**config.mk**
```make
export PLATFORM = sky130hd
export DESIGN_NAME = seq_alu_flat
export DESIGN_NICKNAME = d
export VERILOG_FILES = /design/src/rtl/seq_alu_if.sv /design/src/rtl/seq_alu.sv /design/src/flat_wrapper.sv
export SDC_FILE = /design/constraint.sdc
export NUM_CORES = 1
export LEC_CHECK = 0
export ABC_AREA = 1
export CORE_ASPECT_RATIO = 0.8
export CORE_MARGIN = 4
export CORE_UTILIZATION = 55
export CTS_CLUSTER_DIAMETER = 80
export DETAILED_ROUTE_END_ITERATION = 8
export PLACE_DENSITY = 0.76
export SYNTH_ARGS = -nofsm -noshare
export SYNTH_HDL_FRONTEND = slang
export SYNTH_SLANG_ARGS = --single-unit
```
**constraint.sdc**
```tcl
create_clock -name clk -period 4.1 [get_ports clk]
set_input_delay 0.615 -clock clk [delete_from_list [all_inputs] [get_ports clk]]
set_output_delay 0.615 -clock clk [all_outputs]
set_load 0.02 [all_outputs]
```
**src/rtl/seq_alu_if.sv**
```systemverilog
// Operand/result bus of the sequential ALU: the start/done handshake, the operands,
// the registered result and the compare flags.
interface seq_alu_if #(
   parameter int WIDTH = 16
);
   logic                 start;
   logic                 mode;
   logic [2:0]           opcode;
   logic [WIDTH-1:0]     a;
   logic [WIDTH-1:0]     b;
   logic                 busy;
   logic                 done;
   logic [2*WIDTH-1:0]   out_alu;
   logic                 za;
   logic                 zb;
   logic                 eq;
   logic                 gt;
   logic                 lt;
   logic                 dz;

   modport master (
      output start, mode, opcode, a, b,
      input  busy, done, out_alu, za, zb, eq, gt, lt, dz
   );

   modport slave (
      input  start, mode, opcode, a, b,
      output busy, done, out_alu, za, zb, eq, gt, lt, dz
   );
endinterface

```
**src/rtl/seq_alu.sv**
```systemverilog
// Sequential ALU with a start/done handshake. Multiply (shift-add) and divide (restoring) are iterative.
// Define SEQ_ALU_SIGNED_CMP_EN to make the gt/lt flags compare signed.
module seq_alu #(
   parameter int WIDTH = 16
) (
   input  logic      clk,
   input  logic      rst,
   seq_alu_if.slave  bus
);

   localparam int CNT_W = (WIDTH > 2) ? $clog2(WIDTH) : 1;
   localparam logic [CNT_W-1:0] LAST_ITER = CNT_W'(WIDTH - 1);

   typedef enum logic [1:0] {S_IDLE, S_CALC, S_FIN} state_t;

   typedef struct packed {
      logic za;
      logic zb;
      logic eq;
      logic gt;
      logic lt;
   } flags_t;

   state_t             r_state;
   state_t             w_state_next;
   logic [WIDTH-1:0]   r_a;
   logic [WIDTH-1:0]   r_b;
   logic               r_mode;
   logic [2:0]         r_op;
   logic [2*WIDTH-1:0] r_acc;
   logic [CNT_W-1:0]   r_cnt;
   logic [2*WIDTH-1:0] r_out;
   flags_t             r_flags;
   logic               r_dz;

   logic               w_accept;
   logic               w_last;
   logic [WIDTH-1:0]   w_a;
   logic [WIDTH-1:0]   w_b;
   logic               w_mode;
   logic [2:0]         w_op;
   logic               w_iter_op;
   logic [WIDTH:0]     w_sum;
   logic [WIDTH-1:0]   w_logic;
   logic [2*WIDTH-1:0] w_single;
   flags_t             w_flags;
   logic [WIDTH:0]     w_mul_add;
   logic [WIDTH:0]     w_mul_sum;
   logic [WIDTH:0]     w_div_shift;
   logic [WIDTH:0]     w_div_diff;
   logic               w_is_mul;
   logic [2*WIDTH-1:0] w_acc_next;
   logic [2*WIDTH-1:0] w_iter_result;

   assign w_accept = (r_state == S_IDLE) && bus.start;
   assign w_last   = (r_state == S_CALC) && (r_cnt == LAST_ITER);

   // In IDLE the operands are taken straight from the bus so single-cycle results land on the accepting edge.
   assign w_a    = (r_state == S_IDLE) ? bus.a      : r_a;
   assign w_b    = (r_state == S_IDLE) ? bus.b      : r_b;
   assign w_mode = (r_state == S_IDLE) ? bus.mode   : r_mode;
   assign w_op   = (r_state == S_IDLE) ? bus.opcode : r_op;

   assign w_iter_op = w_mode && ((w_op == 3'b001) || ((w_op == 3'b010) && !(w_a > w_b)));

   always_ff @(posedge clk or posedge rst) begin
      // NOTE: state elements use non-blocking assignments so every register samples pre-edge values.
      if (rst) r_state <= S_IDLE;
      else     r_state <= w_state_next;
   end

   always_comb begin
      // NOTE: default first, so no path through the case leaves the signal unassigned (no latch).
      w_state_next = r_state;
      case (r_state)
         S_IDLE:  if (bus.start) w_state_next = w_iter_op ? S_CALC : S_FIN;
         S_CALC:  if (r_cnt == LAST_ITER) w_state_next = S_FIN;
         S_FIN:   w_state_next = S_IDLE;
         default: w_state_next = S_IDLE;
      endcase
   end

   assign w_sum = {1'b0, w_a} + {1'b0, w_b};

   always_comb begin
      w_logic = '0;
      case (w_op)
         3'b000:  w_logic = w_a & w_b;
         3'b001:  w_logic = w_a | w_b;
         3'b010:  w_logic = ~(w_a | w_b);
         3'b011:  w_logic = w_a ^ w_b;
         3'b100:  w_logic = ~w_a;
         3'b101:  w_logic = ~w_b;
         3'b110:  w_logic = ~(w_a ^ w_b);
         default: w_logic = '0;
      endcase
   end

   always_comb begin
      w_single = '0;
      if (w_mode) begin
         case (w_op)
            3'b000:  w_single = {{(WIDTH-1){1'b0}}, w_sum};
            3'b010:  w_single = {{WIDTH{1'b0}}, w_a - w_b};
            3'b011:  w_single = {{WIDTH{1'b0}}, w_a} - {{WIDTH{1'b0}}, w_b};
            default: w_single = '0;
         endcase
      end else begin
         w_single = {{WIDTH{1'b0}}, w_logic};
      end
   end

   always_comb begin
      w_flags.za = (w_a == '0);
      w_flags.zb = (w_b == '0);
      w_flags.eq = (w_a == w_b);
`ifdef SEQ_ALU_SIGNED_CMP_EN
      w_flags.gt = ($signed(w_a) > $signed(w_b));
`else
      w_flags.gt = (w_a > w_b);
`endif
      w_flags.lt = !w_flags.eq && !w_flags.gt;
   end

   // Multiply: acc = {partial product, multiplier}, add A on bit 0 then shift right.
   assign w_mul_add = r_acc[0] ? {1'b0, r_a} : '0;
   assign w_mul_sum = {1'b0, r_acc[2*WIDTH-1:WIDTH]} + w_mul_add;

   // Divide B/A: acc = {remainder, quotient}, shift left and try subtracting A.
   assign w_div_shift = r_acc[2*WIDTH-1:WIDTH-1];
   assign w_div_diff  = w_div_shift - {1'b0, r_a};

   assign w_is_mul   = (r_op == 3'b001);
   assign w_acc_next = w_is_mul ? {w_mul_sum, r_acc[WIDTH-1:1]}
                     : (w_div_diff[WIDTH] ? {w_div_shift[WIDTH-1:0], r_acc[WIDTH-2:0], 1'b0}
                                          : {w_div_diff[WIDTH-1:0], r_acc[WIDTH-2:0], 1'b1});

   assign w_iter_result = w_is_mul ? w_acc_next
                        : ((r_a == '0) ? '0 : {{WIDTH{1'b0}}, w_acc_next[WIDTH-1:0]});

   // NOTE: operand latches and accumulator carry no reset; each is written before it is read.
   always_ff @(posedge clk) begin
      if (w_accept) begin
         r_a    <= bus.a;
         r_b    <= bus.b;
         r_mode <= bus.mode;
         r_op   <= bus.opcode;
         r_acc  <= {{WIDTH{1'b0}}, bus.b};
      end else if (r_state == S_CALC) begin
         r_acc  <= w_acc_next;
      end
   end

   always_ff @(posedge clk or posedge rst) begin
      if (rst) begin
         r_cnt   <= '0;
         r_out   <= '0;
         r_flags <= '0;
         r_dz    <= 1'b0;
      end else if (w_accept) begin
         r_cnt <= '0;
         if (!w_iter_op) begin
            r_out   <= w_single;
            r_flags <= w_flags;
            r_dz    <= 1'b0;
         end
      end else if (r_state == S_CALC) begin
         r_cnt <= r_cnt + CNT_W'(1);
         if (w_last) begin
            r_out   <= w_iter_result;
            r_flags <= w_flags;
            r_dz    <= !w_is_mul && (r_a == '0);
         end
      end
   end

   assign bus.busy    = (r_state != S_IDLE);
   assign bus.done    = (r_state == S_FIN);
   assign bus.out_alu = r_out;
   assign bus.za      = r_flags.za;
   assign bus.zb      = r_flags.zb;
   assign bus.eq      = r_flags.eq;
   assign bus.gt      = r_flags.gt;
   assign bus.lt      = r_flags.lt;
   assign bus.dz      = r_dz;

endmodule

```
**src/flat_wrapper.sv**
```systemverilog
// flat-port wrapper written by rule: the top's interface ports become plain ports
module seq_alu_flat 
#(
   parameter int WIDTH = 16
)
  (clk, rst, bus_start, bus_mode, bus_opcode, bus_a, bus_b, bus_busy, bus_done, bus_out_alu, bus_za, bus_zb, bus_eq, bus_gt, bus_lt, bus_dz);
  seq_alu_if #(.WIDTH(WIDTH)) bus_i ();
  input  logic clk;
  input  logic rst;
  input wire logic [$bits(bus_i.start)-1:0] bus_start;
  input wire logic [$bits(bus_i.mode)-1:0] bus_mode;
  input wire logic [$bits(bus_i.opcode)-1:0] bus_opcode;
  input wire logic [$bits(bus_i.a)-1:0] bus_a;
  input wire logic [$bits(bus_i.b)-1:0] bus_b;
  output wire logic [$bits(bus_i.busy)-1:0] bus_busy;
  output wire logic [$bits(bus_i.done)-1:0] bus_done;
  output wire logic [$bits(bus_i.out_alu)-1:0] bus_out_alu;
  output wire logic [$bits(bus_i.za)-1:0] bus_za;
  output wire logic [$bits(bus_i.zb)-1:0] bus_zb;
  output wire logic [$bits(bus_i.eq)-1:0] bus_eq;
  output wire logic [$bits(bus_i.gt)-1:0] bus_gt;
  output wire logic [$bits(bus_i.lt)-1:0] bus_lt;
  output wire logic [$bits(bus_i.dz)-1:0] bus_dz;
  assign bus_i.start = bus_start;
  assign bus_i.mode = bus_mode;
  assign bus_i.opcode = bus_opcode;
  assign bus_i.a = bus_a;
  assign bus_i.b = bus_b;
  assign bus_busy = bus_i.busy;
  assign bus_done = bus_i.done;
  assign bus_out_alu = bus_i.out_alu;
  assign bus_za = bus_i.za;
  assign bus_zb = bus_i.zb;
  assign bus_eq = bus_i.eq;
  assign bus_gt = bus_i.gt;
  assign bus_lt = bus_i.lt;
  assign bus_dz = bus_i.dz;
  seq_alu #(.WIDTH(WIDTH)) u_core (.clk(clk), .rst(rst), .bus(bus_i));
endmodule
```
# ---- Word-level counts from Yosys, hierarchy flattened
# Index checks and enable logic that the tools add are counted.
dict set report totals {
  in_bits 39
  out_inout_bits 40
  register_bits 112
}
dict set report op_classes {
  n_reduce_logical 20
  eq_ne 14
  order_cmp 1
  add_sub_neg 6
  n_bitwise 7
  mux 32
}
# operator count
set op_table {}
lappend op_table {{$mux 32} 8}
lappend op_table {{$pmux 16 s7} 1}
lappend op_table {{$mux 16} 6}
lappend op_table {{$pmux 32 s3} 1}
lappend op_table {{$not 16->16} 4}
lappend op_table {{$logic_not 16->1} 3}
lappend op_table {{$add 16x16->17} 2}
lappend op_table {{$mux 5} 4}
lappend op_table {{$sub 16x16->17} 1}
lappend op_table {{$sub 17x16->17} 1}
lappend op_table {{$and 16x16->16} 1}
lappend op_table {{$eq 16x16->1} 1}
lappend op_table {{$gt 16x16->1} 1}
lappend op_table {{$or 16x16->16} 1}
lappend op_table {{$sub 16x16->16} 1}
lappend op_table {{$xor 16x16->16} 1}
lappend op_table {{$eq 3x3->1 const B} 3}
lappend op_table {{$mux 4} 2}
lappend op_table {{$eq 3x1->1 const B} 2}
lappend op_table {{$eq 3x2->1 const B} 2}
lappend op_table {{$logic_and 1x1->1} 6}
lappend op_table {{$mux 2} 3}
lappend op_table {{$ne 2x2->1 const B} 3}
lappend op_table {{$reduce_bool 2->1} 3}
lappend op_table {{other kinds (13)} 19}

# ---- Longest topological paths before layout
dict set report logic_depth {
  word_depth 10
  ltp_mapped 29
  mapped_depth_nobuf 26
}

# ---- Least setup slack after synthesis
# Ideal clock, no wire load.
dict set report synth_path {
  path_kind {register to register}
  from {reg u_core.r_state[1]}
  to {reg u_core.r_out[13] (netlist: u_core.bus.out_alu[13])}
  t_required_ns 3.977
  t_arrival_ns 3.313
  synth_period_minus_slack_ns 3.436
  stages_incl_launch_ff 24
  setup_ns 0.123
  slack_ns 0.664
  path_buffers 5
  path_cell_list {dfrtp_1 nor2_4 buf_6 buf_6 buf_6 buf_2 o21ai_0 ha_1 fa_1 nor2_1 o21ai_0 nand2_1 nand2_1 nand3_2 nand2_2 nand2_1 nand2_1 nand2_1 nand2_2 nand2_4 nand2_8 buf_6 nor2_1 a21oi_2}
}
dict set report synth_via {
  elab_chain_len 9
  elab_cells_between_ends 39
  cone_classes {add/sub (3); order compare (1); eq/ne (8); mux (9); bitwise (7); reduce/logical (11)}
}
# element line
set synth_lines {}
lappend synth_lines {{from (decl)} seq_alu.sv:24} ;# state_t r_state;
lappend synth_lines {{from (signal assigned)} seq_alu.sv:69} ;# else r_state <= w_state_next;
lappend synth_lines {{parallel branches: the longest is 9 deep, another holds $sub 16x16->17} --}
lappend synth_lines {{to (signal assigned)} seq_alu.sv:163} ;# r_out <= w_single;
lappend synth_lines {{to (signal assigned)} seq_alu.sv:170} ;# r_out <= w_iter_result;
lappend synth_lines {{to (decl)} seq_alu.sv:32} ;# logic [2*WIDTH-1:0] r_out;
# Parallel ways; which one is timed is not known. The select of a mux whose other input is x is not followed.
# A chain may end at the register's enable or synchronous reset.

# ---- Final worst setup path
dict set report layout_path {
  from {reg u_core.r_state[0]}
  to {reg u_core.r_dz (netlist: u_core.bus.dz)}
}
dict set report layout_via {
  elab_chain_len 9
  elab_cells_between_ends 20
  cone_classes {order compare (1); eq/ne (4); mux (5); reduce/logical (10)}
}
# element line
set layout_lines {}
lappend layout_lines {{$logic_not 2->1} --}
lappend layout_lines {{$mux 16, on equally long branches} {seq_alu.sv:59, seq_alu.sv:60}}
lappend layout_lines {{$gt 16x16->1} seq_alu.sv:64} ;# assign w_iter_op = w_mode && ((w_op == 3'b001) || ((w_op == 3'b010) && !(w_a > w_b)));
lappend layout_lines {{$logic_not 1->1} seq_alu.sv:64}
lappend layout_lines {{$logic_and 1x1->1} seq_alu.sv:64}
lappend layout_lines {{$logic_or 1x1->1} seq_alu.sv:64}
lappend layout_lines {{$logic_and 1x1->1} seq_alu.sv:64}
lappend layout_lines {{$ne 2x2->1 (no line)} --}
lappend layout_lines {{$reduce_and 3->1 (no line)} --}
lappend layout_lines {{to (signal assigned)} seq_alu.sv:172} ;# r_dz <= !w_is_mul && (r_a == '0);
lappend layout_lines {{to (decl)} seq_alu.sv:34} ;# logic r_dz;
# Several ways; a longest one is shown, not always the timed one.

==> flow_metrics.tcl <==
set metrics [dict create \
    status "finished, final reports clean" \
    syn_inst 1571 \
    synthDistinctLibCells 56 \
    antenna_found_initial 3 \
    max_cap_violations 0 \
    hp-start "u_core.bus.out_alu[3]" \
    clock-sinks 112 \
    design.core.area_sq_um 18300 \
    synthTopCellsByArea "nand2_1 17%, edfxtp_1 15%, dfrtp_1 11%" \
    hold_violations 0 \
    critical_path_class "register to register" \
    wl_per_cell_um 19.0 \
    fin_tns_setup_ps 0 \
    worst_ep_arrival_time_ps 4150 \
    cp-startpoint "u_core.r_state[0]" \
    vias 11200 \
    grt_overflow_total 0 \
    worst_slew_pin_slew_ps 972 \
    hold_path_class "register to register" \
    h-tree-depth 3 \
    p_per_area_nw_per_um2 930 \
    dr.pass1.iters 8 \
    postSynth.asyncResetShare_pct 39.3 \
    worst_ep_required_time_ps 4350 \
    layout-drive-gt1-share_pct 7.23 \
    leakagePower_nw 5.85 \
    min_period_over_period_pct 94.9 \
    grt_max_degree 63 \
    regToRegSetupSlack_ps 210 \
    synth_edf_count 52 \
    synth_seq_cells 112 \
    crit_path_start_kind "register" \
    rr_endpoint "u_core.bus.dz" \
    ioPinCount 79 \
    ir_worst_vdd_mv 0.580 \
    final_max_slew_viol_count 0 \
    cts_buffers 9 \
    clk_pin_slew_worst_paths_ps 90 \
    grt_pass1_vias 9959 \
    slew_headroom_pct 34.5 \
    gp_congestion 1.05 \
    ctsLongestPathBuffers 2 \
    syn_avg_cell_area_sq_um 6.59 \
    synthToLayoutAreaGrowth_pct 13.3 \
    numPortBuffers 78 \
    worst_hold_slack_ps 490 \
    die_x_um 161 \
    synth_common_cells "477 x nand2_1, 197 x inv_1, 131 x nor2_1" \
    synth_most_common_cell "nand2_1" \
    dieArea_sq_um 21100 \
    synth_area_sq_um 10400 \
    drc_errors 0 \
    cts_tree "built" \
    routed_wl_um 36100 \
    synth_top_area_cell "nand2_1" \
    grtUsageTotal_pct 33.9 \
    yosysWarnings 0 \
    drtIter0Drc 1587 \
    final_nets 1744 \
    min_period_ps 3890 \
    reg2reg_depth 19 \
    synthFlopType "edfxtp_1" \
    postRouteAntennaNets 0 \
    report.power.total_mw 10.9 \
    fp-row-count 44 \
    yosysSeqAreaShare_pct 28.8 \
    synth_top_area_share_pct 17.3 \
    postCtsHoldBufs 0 \
    setup_violations 0 \
    layout_setup_ws_ps 208 \
    dpl.hpwl_um 28800 \
    grt_pass1_wl_um 56000 \
    post_cts.repair.setup_buffers 0 \
    pre_cts_ws_ps 196 \
    syn_nets 1675 \
    max_freq_mhz 257 \
    clock_latency_ps 360 \
    holdPathEnd "u_core.bus.out_alu[3]" \
    end_kind "register" \
    worstHoldPathCells 2 \
    path_max_fanout 33 \
    clockRootBuffer "clkbuf_16" \
    worstReg2RegStart "u_core.r_state[0]" \
    die_h_um 131 \
    rsz0062_at_grt "no" \
    initial_core_util_pct 56.5 \
    skew_ps 11.2 \
    via_per_inst 5.91 \
]
==> cell families after synthesis <==
kind of cell | Yosys count | synth area share, %
AOI/OAI and AO/OA | 342 | 19.6
xor gates and xnor gates | 13 | 1.10
adders and majority gates | 65 | 8.14
buffers and inverters | 262 | 10.7
DFF | 112 | 28.8
and+or+nand+nor | 777 | 31.7
==> cell type report <==
class / instances / area, sq um
antenna: 1 / 2.50
clock buffer: 9 / 225
clock inverter: 7 / 70.1
fill: 1726 / 6600
inverter: 205 / 772
multi-input combinational: 1198 / 6270
sequential: 112 / 2980
tap: 253 / 317
timing repair buffer: 114 / 1090
==> state kept, by name, indices dropped and copies added (netlist names), 2 cells and up <==
name                cells
u_core.r_a             16
u_core.r_cnt            4
u_core.bus.out_alu     32
u_core.r_acc           32
u_core.r_b             16
u_core.r_op             3
u_core.r_state          2
==> routing by layer <==
layer | GRT usage [%] | vias to the layer above | routed length, um
li1 | - | 5366 | -
met1 | 52.4 | 5110 | 16200
met2 | 48.5 | 691 | 14300
met3 | 8.53 | 49 | 5100
met4 | 5.92 | 2 | 573
met5 | 0 | - | 12
==> placed cells by master (no fill, tap or decap), types with 18 or more instances in the layout <==
master | netlist | routed
o21ai_0 | 107 | 106
nor2_1 | 131 | 130
edfxtp_1 | 52 | 52
o22ai_1 | 28 | 28
dfrtp_1 | 44 | 44
o211ai_1 | 19 | 19
ha_1 | 61 | 61
inv_1 | 197 | 196
nand2_1 | 477 | 477
clkdlybuf4s50_1 | 0 | 78
nand2_2 | 22 | 22
buf_4 | 5 | 33
o21ai_1 | 28 | 29
a21oi_1 | 79 | 79
nand3_1 | 83 | 83
nand4_1 | 18 | 18
==> timing repair <==
action,in CTS,in global routing
endpoints found under the setup margin,0,32
gates resized for setup,0,1
hold endpoints to repair,0,0
==> how the worst max path moves through the flow <==
stage          depth (start not counted)                endpoint
2_1_floorplan                         23  u_core.bus.out_alu[13]
3_3_place_gp                          17  u_core.bus.out_alu[26]
3_5_place_dp                          20   u_core.bus.out_alu[6]
4_1_cts                               19  u_core.bus.out_alu[27]
5_1_grt                               19           u_core.bus.dz
6_report                              19           u_core.bus.dz
==> power by group <==
part	internal [mW]	switching [mW]	leakage (nW)
logic	2.57	5.57	4.49
registers	1.59	0.256	1.21
clock network	0.436	0.482	0.147
total	4.60	6.31	5.85
==> metrics by stage <==
stage | cells | area [sq um] | util [%]
3_5_place_dp | 1881 | 11400 | 62.3
3_3_place_gp | 1881 | 11400 | 62.3
6_report | 1899 | 11700 | 64.0
4_1_cts | 1897 | 11700 | 63.9
2_1_floorplan | 1571 | 10400 | -
5_1_grt | 1898 | 11700 | 64.0
==> critical path: stages (launching register included) <==
cell and delay [ps]:
dfrtp_1 630, nor2_4 180, buf_4 200, o21ai_0 720
ha_1 380, inv_1 170, o21ai_0 140, nand2_1 170
nand2_1 90, nand3_2 120, nand2_2 80, nand2_1 70
nand2_1 60, nand2_1 70, nand2_2 60, nand2_4 110
nand2_8 150, buf_12 240, nand2_1 70, o21ai_1 50
No activity file was read; power rests on OpenSTA's default activity.
